[config.mk]
export PLATFORM = sky130hd
export DESIGN_NAME = lsu
export DESIGN_NICKNAME = d
export VERILOG_FILES = /design/src/rtl/lsu_pkg.sv /design/src/rtl/lsu_align.sv /design/src/rtl/lsu.sv
export SDC_FILE = /design/constraint.sdc
export NUM_CORES = 1
export LEC_CHECK = 0
export ABC_AREA = 1
export CAP_MARGIN = 20
export CORE_UTILIZATION = 35
export DETAILED_ROUTE_END_ITERATION = 6
export SLEW_MARGIN = 20
export SYNTH_ARGS = -nofsm -noshare
export SYNTH_HDL_FRONTEND = slang
export SYNTH_SLANG_ARGS = --single-unit
[constraint.sdc]
create_clock -name clk -period 1.3 [get_ports clk]
set_input_delay 0.26 -clock clk [delete_from_list [all_inputs] [get_ports clk]]
set_output_delay 0.26 -clock clk [all_outputs]
set_load 0.1 [all_outputs]
[src/rtl/lsu_pkg.sv]
// -----------------------------------------------------------------------------
// lsu_pkg
// Shared encodings for the load/store unit: RV32I width/sign codes, FSM state
// encodings and small decode helpers used when a request is accepted.
// -----------------------------------------------------------------------------
package lsu_pkg;

    // RV32I funct3 width/sign codes for loads and stores
    localparam logic [2:0] F3_B  = 3'b000;
    localparam logic [2:0] F3_H  = 3'b001;
    localparam logic [2:0] F3_W  = 3'b010;
    localparam logic [2:0] F3_BU = 3'b100;
    localparam logic [2:0] F3_HU = 3'b101;

    // FSM state encodings
    localparam logic [1:0] ST_IDLE   = 2'b00;
    localparam logic [1:0] ST_ACCESS = 2'b01;
    localparam logic [1:0] ST_RESP   = 2'b10;

    // Unused funct3 codes (011, 110, 111) behave as a word access.
    function automatic logic [2:0] norm_funct3(input logic [2:0] f3);
        logic [2:0] r;
        case (f3)
            F3_B, F3_H, F3_BU, F3_HU: r = f3;
            default:                  r = F3_W;
        endcase
        return r;
    endfunction

    // Byte accesses are always aligned; halfwords need addr[0]=0 and words
    // need addr[1:0]=00. Expects a normalised funct3.
    function automatic logic is_misaligned(input logic [2:0] f3n, input logic [1:0] addr_lo);
        logic r;
        case (f3n)
            F3_H, F3_HU: r = addr_lo[0];
            F3_W:        r = |addr_lo;
            default:     r = 1'b0;
        endcase
        return r;
    endfunction

endpackage

[src/rtl/lsu_align.sv]
// -----------------------------------------------------------------------------
// lsu_align
// Combinational lane logic: byte-enable generation, store data replication and
// load lane selection with sign/zero extension.
// Ports:
//   funct3    in  3   normalised width/sign code
//   addr_lo   in  2   byte offset within the word
//   wdata     in  32  store data (rs2)
//   rdata     in  32  word read from memory
//   be        out 4   byte-lane enables
//   wdata_rep out 32  store data replicated across lanes
//   rdata_ext out 32  selected load lane, extended to 32 bits
// -----------------------------------------------------------------------------
module lsu_align
    import lsu_pkg::*;
(
    input  logic [2:0]  funct3,
    input  logic [1:0]  addr_lo,
    input  logic [31:0] wdata,
    input  logic [31:0] rdata,
    output logic [3:0]  be,
    output logic [31:0] wdata_rep,
    output logic [31:0] rdata_ext
);

    logic [31:0]        shifted;
    logic signed [7:0]  byte_s;
    logic signed [15:0] half_s;

    always_comb begin
        // Bring the addressed lane down to bit 0 so one slice serves all offsets.
        shifted   = rdata >> {addr_lo, 3'b000};
        byte_s    = shifted[7:0];
        half_s    = shifted[15:0];
        be        = 4'b1111;
        wdata_rep = wdata;
        rdata_ext = rdata;
        case (funct3)
            F3_B: begin
                be        = 4'b0001 << addr_lo;
                wdata_rep = {4{wdata[7:0]}};
                rdata_ext = 32'(byte_s);
            end
            F3_BU: begin
                be        = 4'b0001 << addr_lo;
                wdata_rep = {4{wdata[7:0]}};
                rdata_ext = {24'h000000, shifted[7:0]};
            end
            F3_H: begin
                be        = 4'b0011 << addr_lo;
                wdata_rep = {2{wdata[15:0]}};
                rdata_ext = 32'(half_s);
            end
            F3_HU: begin
                be        = 4'b0011 << addr_lo;
                wdata_rep = {2{wdata[15:0]}};
                rdata_ext = {16'h0000, shifted[15:0]};
            end
            default: begin
                be        = 4'b1111;
                wdata_rep = wdata;
                rdata_ext = rdata;
            end
        endcase
    end

endmodule

[src/rtl/lsu.sv]
// -----------------------------------------------------------------------------
// lsu
// Load/store unit between the core and a ready-handshake memory port. Accepts
// one operation at a time, checks alignment, drives a word-addressed memory
// request with byte enables, extends load data and reports completion with a
// one-cycle rsp_valid pulse. A memory that never answers is aborted after
// TIMEOUT request cycles.
// Ports:
//   clk, rst                       clock, synchronous active-high reset
//   req_valid/we/funct3/addr/wdata core request (held by core until rsp_valid)
//   busy                           operation in flight
//   rsp_valid/rdata/misalign/timeout  completion pulse and status
//   mem_req/we/addr/be/wdata       memory request, stable until mem_ready
//   mem_ready, mem_rdata           memory completion and read word
// -----------------------------------------------------------------------------
module lsu
    import lsu_pkg::*;
#(
    parameter int unsigned TIMEOUT = 255
) (
    input  logic        clk,
    input  logic        rst,
    input  logic        req_valid,
    input  logic        req_we,
    input  logic [2:0]  req_funct3,
    input  logic [31:0] req_addr,
    input  logic [31:0] req_wdata,
    output logic        busy,
    output logic        rsp_valid,
    output logic [31:0] rsp_rdata,
    output logic        rsp_misalign,
    output logic        rsp_timeout,
    output logic        mem_req,
    output logic        mem_we,
    output logic [31:0] mem_addr,
    output logic [3:0]  mem_be,
    output logic [31:0] mem_wdata,
    input  logic        mem_ready,
    input  logic [31:0] mem_rdata
);

    localparam logic [15:0] TIMEOUT_LAST = 16'(TIMEOUT - 1);

    logic [1:0]  state;
    logic [15:0] cnt;
    logic        lat_we;
    logic [2:0]  lat_f3;
    logic [31:0] lat_addr;
    logic [31:0] lat_wdata;
    logic        flag_mis;
    logic        flag_tout;
    logic [31:0] data_r;

    logic [3:0]  al_be;
    logic [31:0] al_wdata;
    logic [31:0] al_rdata;
    logic [2:0]  req_f3n;

    assign req_f3n = norm_funct3(req_funct3);

    // Lane logic works only on latched fields, so nothing on req_* reaches mem_*.
    lsu_align u_align (
        .funct3    (lat_f3),
        .addr_lo   (lat_addr[1:0]),
        .wdata     (lat_wdata),
        .rdata     (mem_rdata),
        .be        (al_be),
        .wdata_rep (al_wdata),
        .rdata_ext (al_rdata)
    );

    always_ff @(posedge clk) begin
        if (rst) begin
            state        <= ST_IDLE;
            cnt          <= '0;
            lat_we       <= 1'b0;
            lat_f3       <= '0;
            lat_addr     <= '0;
            lat_wdata    <= '0;
            flag_mis     <= 1'b0;
            flag_tout    <= 1'b0;
            data_r       <= '0;
            rsp_valid    <= 1'b0;
            rsp_rdata    <= '0;
            rsp_misalign <= 1'b0;
            rsp_timeout  <= 1'b0;
        end else begin
            // Response fields are zero whenever rsp_valid is low.
            rsp_valid    <= 1'b0;
            rsp_rdata    <= '0;
            rsp_misalign <= 1'b0;
            rsp_timeout  <= 1'b0;
            case (state)
                ST_IDLE: begin
                    if (req_valid) begin
                        lat_we    <= req_we;
                        lat_f3    <= req_f3n;
                        lat_addr  <= req_addr;
                        lat_wdata <= req_wdata;
                        flag_mis  <= is_misaligned(req_f3n, req_addr[1:0]);
                        flag_tout <= 1'b0;
                        data_r    <= '0;
                        cnt       <= '0;
                        state     <= is_misaligned(req_f3n, req_addr[1:0]) ? ST_RESP : ST_ACCESS;
                    end
                end
                ST_ACCESS: begin
                    // A ready on the final counted cycle still wins over the timeout.
                    if (mem_ready) begin
                        data_r <= lat_we ? 32'h0 : al_rdata;
                        state  <= ST_RESP;
                    end else if (cnt == TIMEOUT_LAST) begin
                        flag_tout <= 1'b1;
                        state     <= ST_RESP;
                    end else begin
                        cnt <= cnt + 16'd1;
                    end
                end
                ST_RESP: begin
                    rsp_valid    <= 1'b1;
                    rsp_rdata    <= data_r;
                    rsp_misalign <= flag_mis;
                    rsp_timeout  <= flag_tout;
                    state        <= ST_IDLE;
                end
                default: state <= ST_IDLE;
            endcase
        end
    end

    assign busy      = (state != ST_IDLE);
    assign mem_req   = (state == ST_ACCESS);
    assign mem_we    = mem_req & lat_we;
    assign mem_addr  = {lat_addr[31:2], 2'b00};
    assign mem_be    = mem_req ? al_be : 4'b0000;
    assign mem_wdata = mem_req ? al_wdata : 32'h0;

endmodule

==> After elaboration in Yosys (flattened, before gate mapping) <==
Index checks and enable logic that the tools add are counted.
{ "classes": {"reduce_logical": 16, "shift": 3, "n_bitwise": 2, "add_sub_neg": 1, "muxes": 28, "eq_ne": 18} }
{ "ops": {"columns": ["operator", "count"], "rows": [
  ["$mux 32", 4],
  ["$pmux 32 s2", 2],
  ["$pmux 32 s4", 1],
  ["$mux 16", 3],
  ["$pmux 16 s2", 1],
  ["$shr 32x5->16", 1],
  ["$add 16x1->16 const B", 1],
  ["$eq 16x8->1 const B", 1],
  ["$eq 3x3->1 const B", 5],
  ["$reduce_or 2->1", 5],
  ["$eq 3x1->1 const B", 3],
  ["$mux 2", 4],
  ["$pmux 4 s2", 1],
  ["$reduce_and 4->1", 2],
  ["$mux 1", 7],
  ["$logic_not 3->1", 2],
  ["$ne 2x2->1 const B", 3],
  ["$mux 4", 1],
  ["$ne 2x1->1 const B", 2],
  ["$pmux 1 s2", 2],
  ["$pmux 2 s2", 1],
  ["$reduce_and 2->1", 2],
  ["$reduce_bool 2->1", 2],
  ["$reduce_or 4->1", 1],
  ["11 further kinds", 11]
]} }
{ "word_totals": {"out_inout_bits": 106, "in_bits": 104, "regBits": 155, "wordCells": 81} }

==> Depth between registers and ports, before layout <==
Gate-level depths: netlist of the first run.
{ "logic_depth": {"word_depth": 12, "mapped_depth": 11, "mapped_depth_nobuf": 11} }

==> By module <==
A second synthesis of the first run with hierarchy kept.
{ "hier_totals": {"hier_cells": 1112, "hier_area_um2": 7511.0} }
{ "modules_own_cells": {"columns": ["module", "n_inst", "cells_each", "seq_area_each_um2", "area_per_inst_um2"], "rows": [
  ["lsu", 1, 854, 3103.0, 6239.7],
  ["lsu_align", 1, 258, 0.0, 1271.2]
]} }

==> Worst setup path before layout of the first run <==
Ideal clock, no wire load.
{ "synth_path": {"kind": "reg2out", "from": "register state[0]", "to": "output port mem_wdata[16]", "setup_slack_ns": -2.250, "n_path_buf": 1, "t_arrival_ns": 3.290, "stages_incl_launch_ff": 6, "required_time_ns": 1.040, "path_cell_list": "dfxtp_1 -> inv_2 -> nor2_8 -> clkbuf_1 -> o21ai_0 -> a21oi_1"} }
{ "synth_between": {"elab_chain_len": 2} }
{ "synth_lines": {"columns": ["element", "line", "text"], "rows": [
  ["start: declaration", "lsu.sv:44", "logic [1:0] state;"],
  ["start signal: assignment", "lsu.sv:104", "state <= is_misaligned(req_f3n, req_addr[1:0]) ? ST_RESP : ST_ACCESS;"],
  ["$eq 2x1->1", "lsu.sv:132", "assign mem_req = (state == ST_ACCESS);"],
  ["via mem_req", "lsu.sv:33", "output logic mem_req,"],
  ["$mux 32", "lsu.sv:136", "assign mem_wdata = mem_req ? al_wdata : 32'h0;"],
  ["end: declaration", "lsu.sv:37", "output logic [31:0] mem_wdata,"]
]} }
The timed path passes the listed nets, and every way through them passes these cells.

==> Worst setup path in the final report of the first run <==
{ "layout_path": {"from": "register lat_f3[1]", "to": "output port mem_wdata[14]"} }
{ "layout_between": {"elab_chain_len": 4, "word_cells_on_any_way": 8, "classes_between": "3 x eq/ne; 2 x mux; 3 x reduce/logical"} }
{ "layout_lines": {"columns": ["element", "line", "text"], "rows": [
  ["start: declaration", "lsu.sv:47", "logic [2:0] lat_f3;"],
  ["start signal: assignment", "lsu.sv:97", "lat_f3 <= req_f3n;"],
  ["$eq 3x1->1 (tied with other cells)", "lsu_align.sv:38", "case (funct3)"],
  ["$reduce_or 2->1 (no source line)", null, null],
  ["$pmux 32 s2 (*)", "lsu_align.sv:38", null],
  ["$mux 32 (*)", "lsu.sv:136", null]
]} }
Mark *: on every way between the ends. The rest lies on a longest branch, timed or not.

==> results of run 1 <==
[area by class of cell]
cell class | count | area, um^2
Sequential cell | 155 | 3130
Tap cell | 265 | 332
Timing Repair inverter | 2 | 22.5
Timing Repair Buffer | 381 | 5090
Clock inverter | 12 | 186
Clock buffer | 19 | 453
Antenna cell | 1 | 2.50
Inverter | 82 | 377
Fill cell | 1352 | 5630
Multi-Input combinational cell | 707 | 4500
[placed cells by master, fill, tap and decap left out, drive strengths merged]
master	Yosys	routed
bufinv	0	4
a21oi	85	85
conb	1	2
a31oi	1	1
o22ai	8	8
clkbuf	26	24
ha	2	2
xor2	5	5
buf	61	274
o21ai	102	102
dfxtp	155	155
diode	0	1
nand4	4	4
nor3	4	4
clkinvlp	0	1
o21bai	3	3
a211oi	2	2
nor2	261	261
inv	80	85
clkdlybuf4s50	0	102
a32o	1	1
nand2	187	189
clkinv	2	6
o211ai	8	8
nand3	29	30
[state kept, by name, indices dropped and copies added, names as in the netlist, 2 cells and up]
name	cells
data_r	32
lat_addr	32
lat_wdata	32
rsp_rdata	32
cnt	16
lat_f3	3
state	2
[through the flow]
step	TNS (ns)	hold slack, ns	worst slack [ns]	cells
4_1_cts	-46.54	0.174	-0.609	1610
6_report	-51.93	0.230	-0.657	1624
3_5_place_dp	-58.37	0.416	-0.516	1535
3_3_place_gp	-57.79	0.413	-0.524	1535
5_1_grt	-59.47	0.227	-0.702	1624
2_1_floorplan	-21.56	0.406	-0.566	1028
[Yosys cell counts (8+ instances only)]
| cell | n |
|---|---|
| nor2_1 | 256 |
| nand2_1 | 176 |
| dfxtp_1 | 155 |
| o21ai_0 | 100 |
| a21oi_1 | 81 |
| inv_1 | 71 |
| buf_4 | 38 |
| nand3_1 | 27 |
| clkbuf_1 | 25 |
| buf_2 | 14 |
| nand2_2 | 9 |
| inv_2 | 8 |
| o211ai_1 | 8 |
| o22ai_1 | 8 |
[layer usage]
| layer | up-vias | global-route usage, % | share of wire, % |
|---|---|---|---|
| li1 | 3886 | - | - |
| met1 | 3875 | 29.5 | 38 |
| met2 | 381 | 43.7 | 50 |
| met3 | 96 | 7.60 | 7.6 |
| met4 | 2 | 12.0 | 4.2 |
| met5 | - | 0 | 0.046 |
[repair_timing]
item,4_1_cts,5_1_grt
gates resized for setup,194,196
cloned,16,6
pin swaps,23,82
setup endpoints to repair,161,197
endpoints found under the hold margin,0,0
buffers inserted,28,18
[report_power, final]
part | switching, mW | leakage (nW) | internal, mW | total (mW)
logic | 2.99 | 3.88 | 2.20 | 5.18
registers | 0.254 | 1.27 | 4.99 | 5.25
clock network | 2.16 | 0.315 | 3.34 | 5.50
[path summary, 6_finish.rpt]
check / start / end / slack (ns) / depth (start not counted)
max: lat_f3[1] / mem_wdata[14] / -0.66 / 5
min: rst / cnt[3] / 0.23 / 4
max reg2reg: state[0] / data_r[1] / -0.39 / 11
min reg2reg: data_r[2] / rsp_rdata[2] / 0.43 / 2
[cells by family (layout without fill, tap and decap cells)]
logic type,count (synthesis),count (layout),share of synthesized area [%]
AO/OA/AOI/OAI,210,210,15.7
XOR/XNOR,5,5,0.615
adder cells (fa/ha/maj),2,2,0.351
buffers and inverters,169,496,11.8
flip-flops,155,155,43.6
other,1,3,0.0526
AND/OR/NAND/NOR,485,488,28.0
[worst reg2reg max path: cells and delay by family (launching register included)]
family	cells	cell delay, ns
simple gates	2	0.25
flops	1	0.37
compound gates	2	0.23
buf+inv	7	0.77
==> results.json, run 1 <==
{
  "syn_inst": 1027,
  "total_power_mw": 15.9,
  "yosysWarnings": 0,
  "fin_crit_ns": 1.96,
  "worstSetupPathType": "reg -> out",
  "grt_pass1_vias": 7779,
  "place.gp.congestion": 0.936,
  "vias": 8240,
  "portBuffers": 207,
  "nNetsFinal": 1452,
  "crit_fanout": 6,
  "finalCritPeriodShare_pct": 151,
  "fin_util_pct": 71.4,
  "grt_pass1_wl_um": 40300,
  "cp_num_buf_inv": 3,
  "setup_viol": 170,
  "grt_max_degree": 33,
  "drt_iter0_drc": 491,
  "placed_area_um2": 11600,
  "clock_latency_ns": 0.43,
  "overflow": 0,
  "worst_setup_path_end_kind": "primary output",
  "synth_enable_flop_cells": 0,
  "clock_skew_ns": 0.00852,
  "die_w_um": 145,
  "yosysTopAreaCell": "dfxtp_1",
  "wl_um": 28400,
  "synth_area_leaders": "dfxtp_1 (44%), nor2_1 (13%), nand2_1 (9.3%)",
  "leakagePower_nw": 5.47,
  "synth_area_um2": 7120,
  "grt_usage_pct": 25.7,
  "path_clk_slew_ns": 0.07,
  "hold_path.class": "in -> reg",
  "synthArstFlopShare_pct": 0,
  "outcome": "finished, violations left",
  "wire_per_inst_um": 17.5,
  "initial_core_util_pct": 36.1,
  "cts_buffers": 17,
  "cts_sinks": 155,
  "failed_checks": "negative setup slack",
  "h-tree-depth": 4,
  "worst_slack_ns": -0.657,
  "synthFlopType": "dfxtp_1",
  "hold_violations": 0,
  "ys_types": 37,
  "firstDrtPassIters": 5,
  "final_layout_size_suffix_gt1_share_pct": 43.0,
  "antenna_left": 0,
  "drv_cap": 0,
  "viasPerCell": 5.07,
  "syn_area_per_cell_um2": 6.94,
  "required_ns": 1.04,
  "drv_slew": 0,
  "yosys_register_bits": 155,
  "rsz0062_at_grt": "true",
  "final_area_um2": 14100,
  "boundaryPins": 210,
  "cts_buffer_depth": 2,
  "holdBufCountCts": 0,
  "die_h_um": 145,
  "max_freq_ghz": 0.511,
  "fp.coreArea_um2": 19700,
  "cts_tree": "yes",
  "drc": 0,
  "path_delay_family": "buffers and inverters",
  "crit_chain": "clkinv_8, buf_4, a21oi_1, nor2_4, buf_12",
  "synth.top_cell.area_share_pct": 43.6,
  "cp_slowest_cell": "dfxtp_4",
  "irDropWorstVdd_uv": 951,
  "startpoint_type": "flop",
  "die_area_um2": 20900,
  "ctsRootBufferMaster": "clkbuf_16",
  "antenna_found_initial": 2,
  "p_per_area_nw_per_um2": 1130,
  "yosysSeqAreaShare_pct": 43.6,
  "row_count": 51,
  "arrival_ns": 1.70,
  "areaGrowthSynthToFinish_pct": 97.8,
  "slowest_delay_ns": 0.43,
  "dp_hpwl_um": 16800
}
Note: power is estimated with default switching activity, not from simulation.
==> run 2, diff against run 1 <==
- SETUP_SLACK_MARGIN: not set -> 0.02
==> results.json, run 2 (synthesis results as in run 1) <==
{
  "dp_hpwl_um": 16800,
  "grt_pass1_vias": 7354,
  "drc": 0,
  "drt_iter0_drc": 478,
  "die_h_um": 145,
  "startpoint_type": "flop",
  "areaGrowthSynthToFinish_pct": 100,
  "leakagePower_nw": 5.43,
  "nNetsFinal": 1449,
  "tns_ns": -63.68,
  "row_count": 51,
  "initial_core_util_pct": 36.1,
  "holdBufCountCts": 0,
  "ctsRootBufferMaster": "clkbuf_16",
  "grt_pass1_wl_um": 37600,
  "fin_cells": 1623,
  "whs_ns": 0.269,
  "place.gp.congestion": 0.898,
  "irDropWorstVdd_uv": 1200,
  "mostFrequentLayoutCell": "nor2_1",
  "boundaryPins": 210,
  "startpoint": "state[0]",
  "dp.cells": 1526,
  "clock_skew_ns": 0.00747,
  "worst_slack_ns": -0.665,
  "hold_path.class": "in -> reg",
  "cts_sinks": 155,
  "rsz0062_at_grt": "true",
  "wl_um": 29000,
  "finalCritPeriodShare_pct": 151,
  "drv_slew": 0,
  "cts_buffer_depth": 2,
  "fin_util_pct": 72.3,
  "cts_buffers": 17,
  "final_cell_mix": "nor2_1 (176), nand2_1 (157), dfxtp_1 (139)",
  "worstReg2RegStart": "state[0]",
  "worstSetupPathType": "reg -> out",
  "h-tree-depth": 4,
  "fp.coreArea_um2": 19700,
  "portBuffers": 207,
  "arrival_ns": 1.71,
  "setup_viol": 193,
  "required_ns": 1.04,
  "p_per_area_nw_per_um2": 1090,
  "wire_per_inst_um": 17.9,
  "die_area_um2": 20900,
  "drv_cap": 0,
  "clock_latency_ns": 0.44,
  "grt_max_degree": 51,
  "antenna_found_initial": 3,
  "fin_crit_ns": 1.97,
  "worst_setup_path_end_kind": "primary output",
  "firstDrtPassIters": 5,
  "hold_violations": 0,
  "outcome": "finished, violations left",
  "min_from": "rst",
  "path_clk_slew_ns": 0.07,
  "crit_fanout": 10,
  "grt_usage_pct": 23.7,
  "overflow": 0,
  "cts_tree": "yes",
  "failed_checks": "negative setup slack",
  "viasPerCell": 4.98,
  "antenna_left": 0,
  "final_layout_size_suffix_gt1_share_pct": 43.6,
  "max_freq_ghz": 0.509,
  "die_w_um": 145,
  "vias": 8077
}
[run 2: final cells by class]
type	instances	area, um^2
Timing Repair inverter	2	25.0
Sequential cell	155	3140
Clock inverter	13	154
Clock buffer	19	443
Antenna cell	2	5.00
Multi-Input combinational cell	707	4620
Tap cell	265	332
Timing Repair Buffer	378	5150
Inverter	82	390
Fill cell	1339	5460
[run 2: worst max-delay path: stages, from the launching register on]
cell and delay (ns):
dfxtp_4 0.37, inv_6 0.05, nor2_8 0.22, inv_8 0.10
buf_12 0.14, a31oi_4 0.17, buf_12 0.20
[run 2: final timing paths]
path                        to  slack, ns  cells past startpoint
setup / recovery     mem_be[2]      -0.67                      6
hold / removal          cnt[3]       0.27                      4
setup reg to reg    data_r[12]      -0.51                     11
hold reg to reg   rsp_rdata[2]       0.43                      2
[run 2: metrics by stage]
stage	cell area, um^2	setup WS [ns]	power, mW
final	14300	-0.665	15.6
after floorplan	7670	-0.566	7.79
after CTS	12500	-0.650	14.6
after global placement	11500	-0.395	9.25
after detailed placement	11500	-0.423	9.28
after global routing	14300	-0.692	16.1
[run 2: what timing repair did]
| item | 4_1_cts | 5_1_grt |
|---|---|---|
| setup endpoints to repair | 173 | 223 |
| gates resized for setup | 68 | 332 |
| pin swaps | 9 | 66 |
| gates cloned | 5 | 26 |
| setup buffers | 14 | 23 |
[run 2: per-layer routing]
metal  part of all wire, %  global-route usage, %
met1                    39                   27.1
met2                    51                   41.0
met3                   6.9                   7.83
met4                   3.0                   8.37
met5                 0.052                      0
[run 2: power by group]
part | internal (mW) | switching [mW] | leakage (nW)
Sequential | 5.00 | 0.246 | 1.27
Combinational | 2.18 | 3.04 | 3.87
Clock | 2.93 | 2.22 | 0.285
Total | 10.1 | 5.50 | 5.43
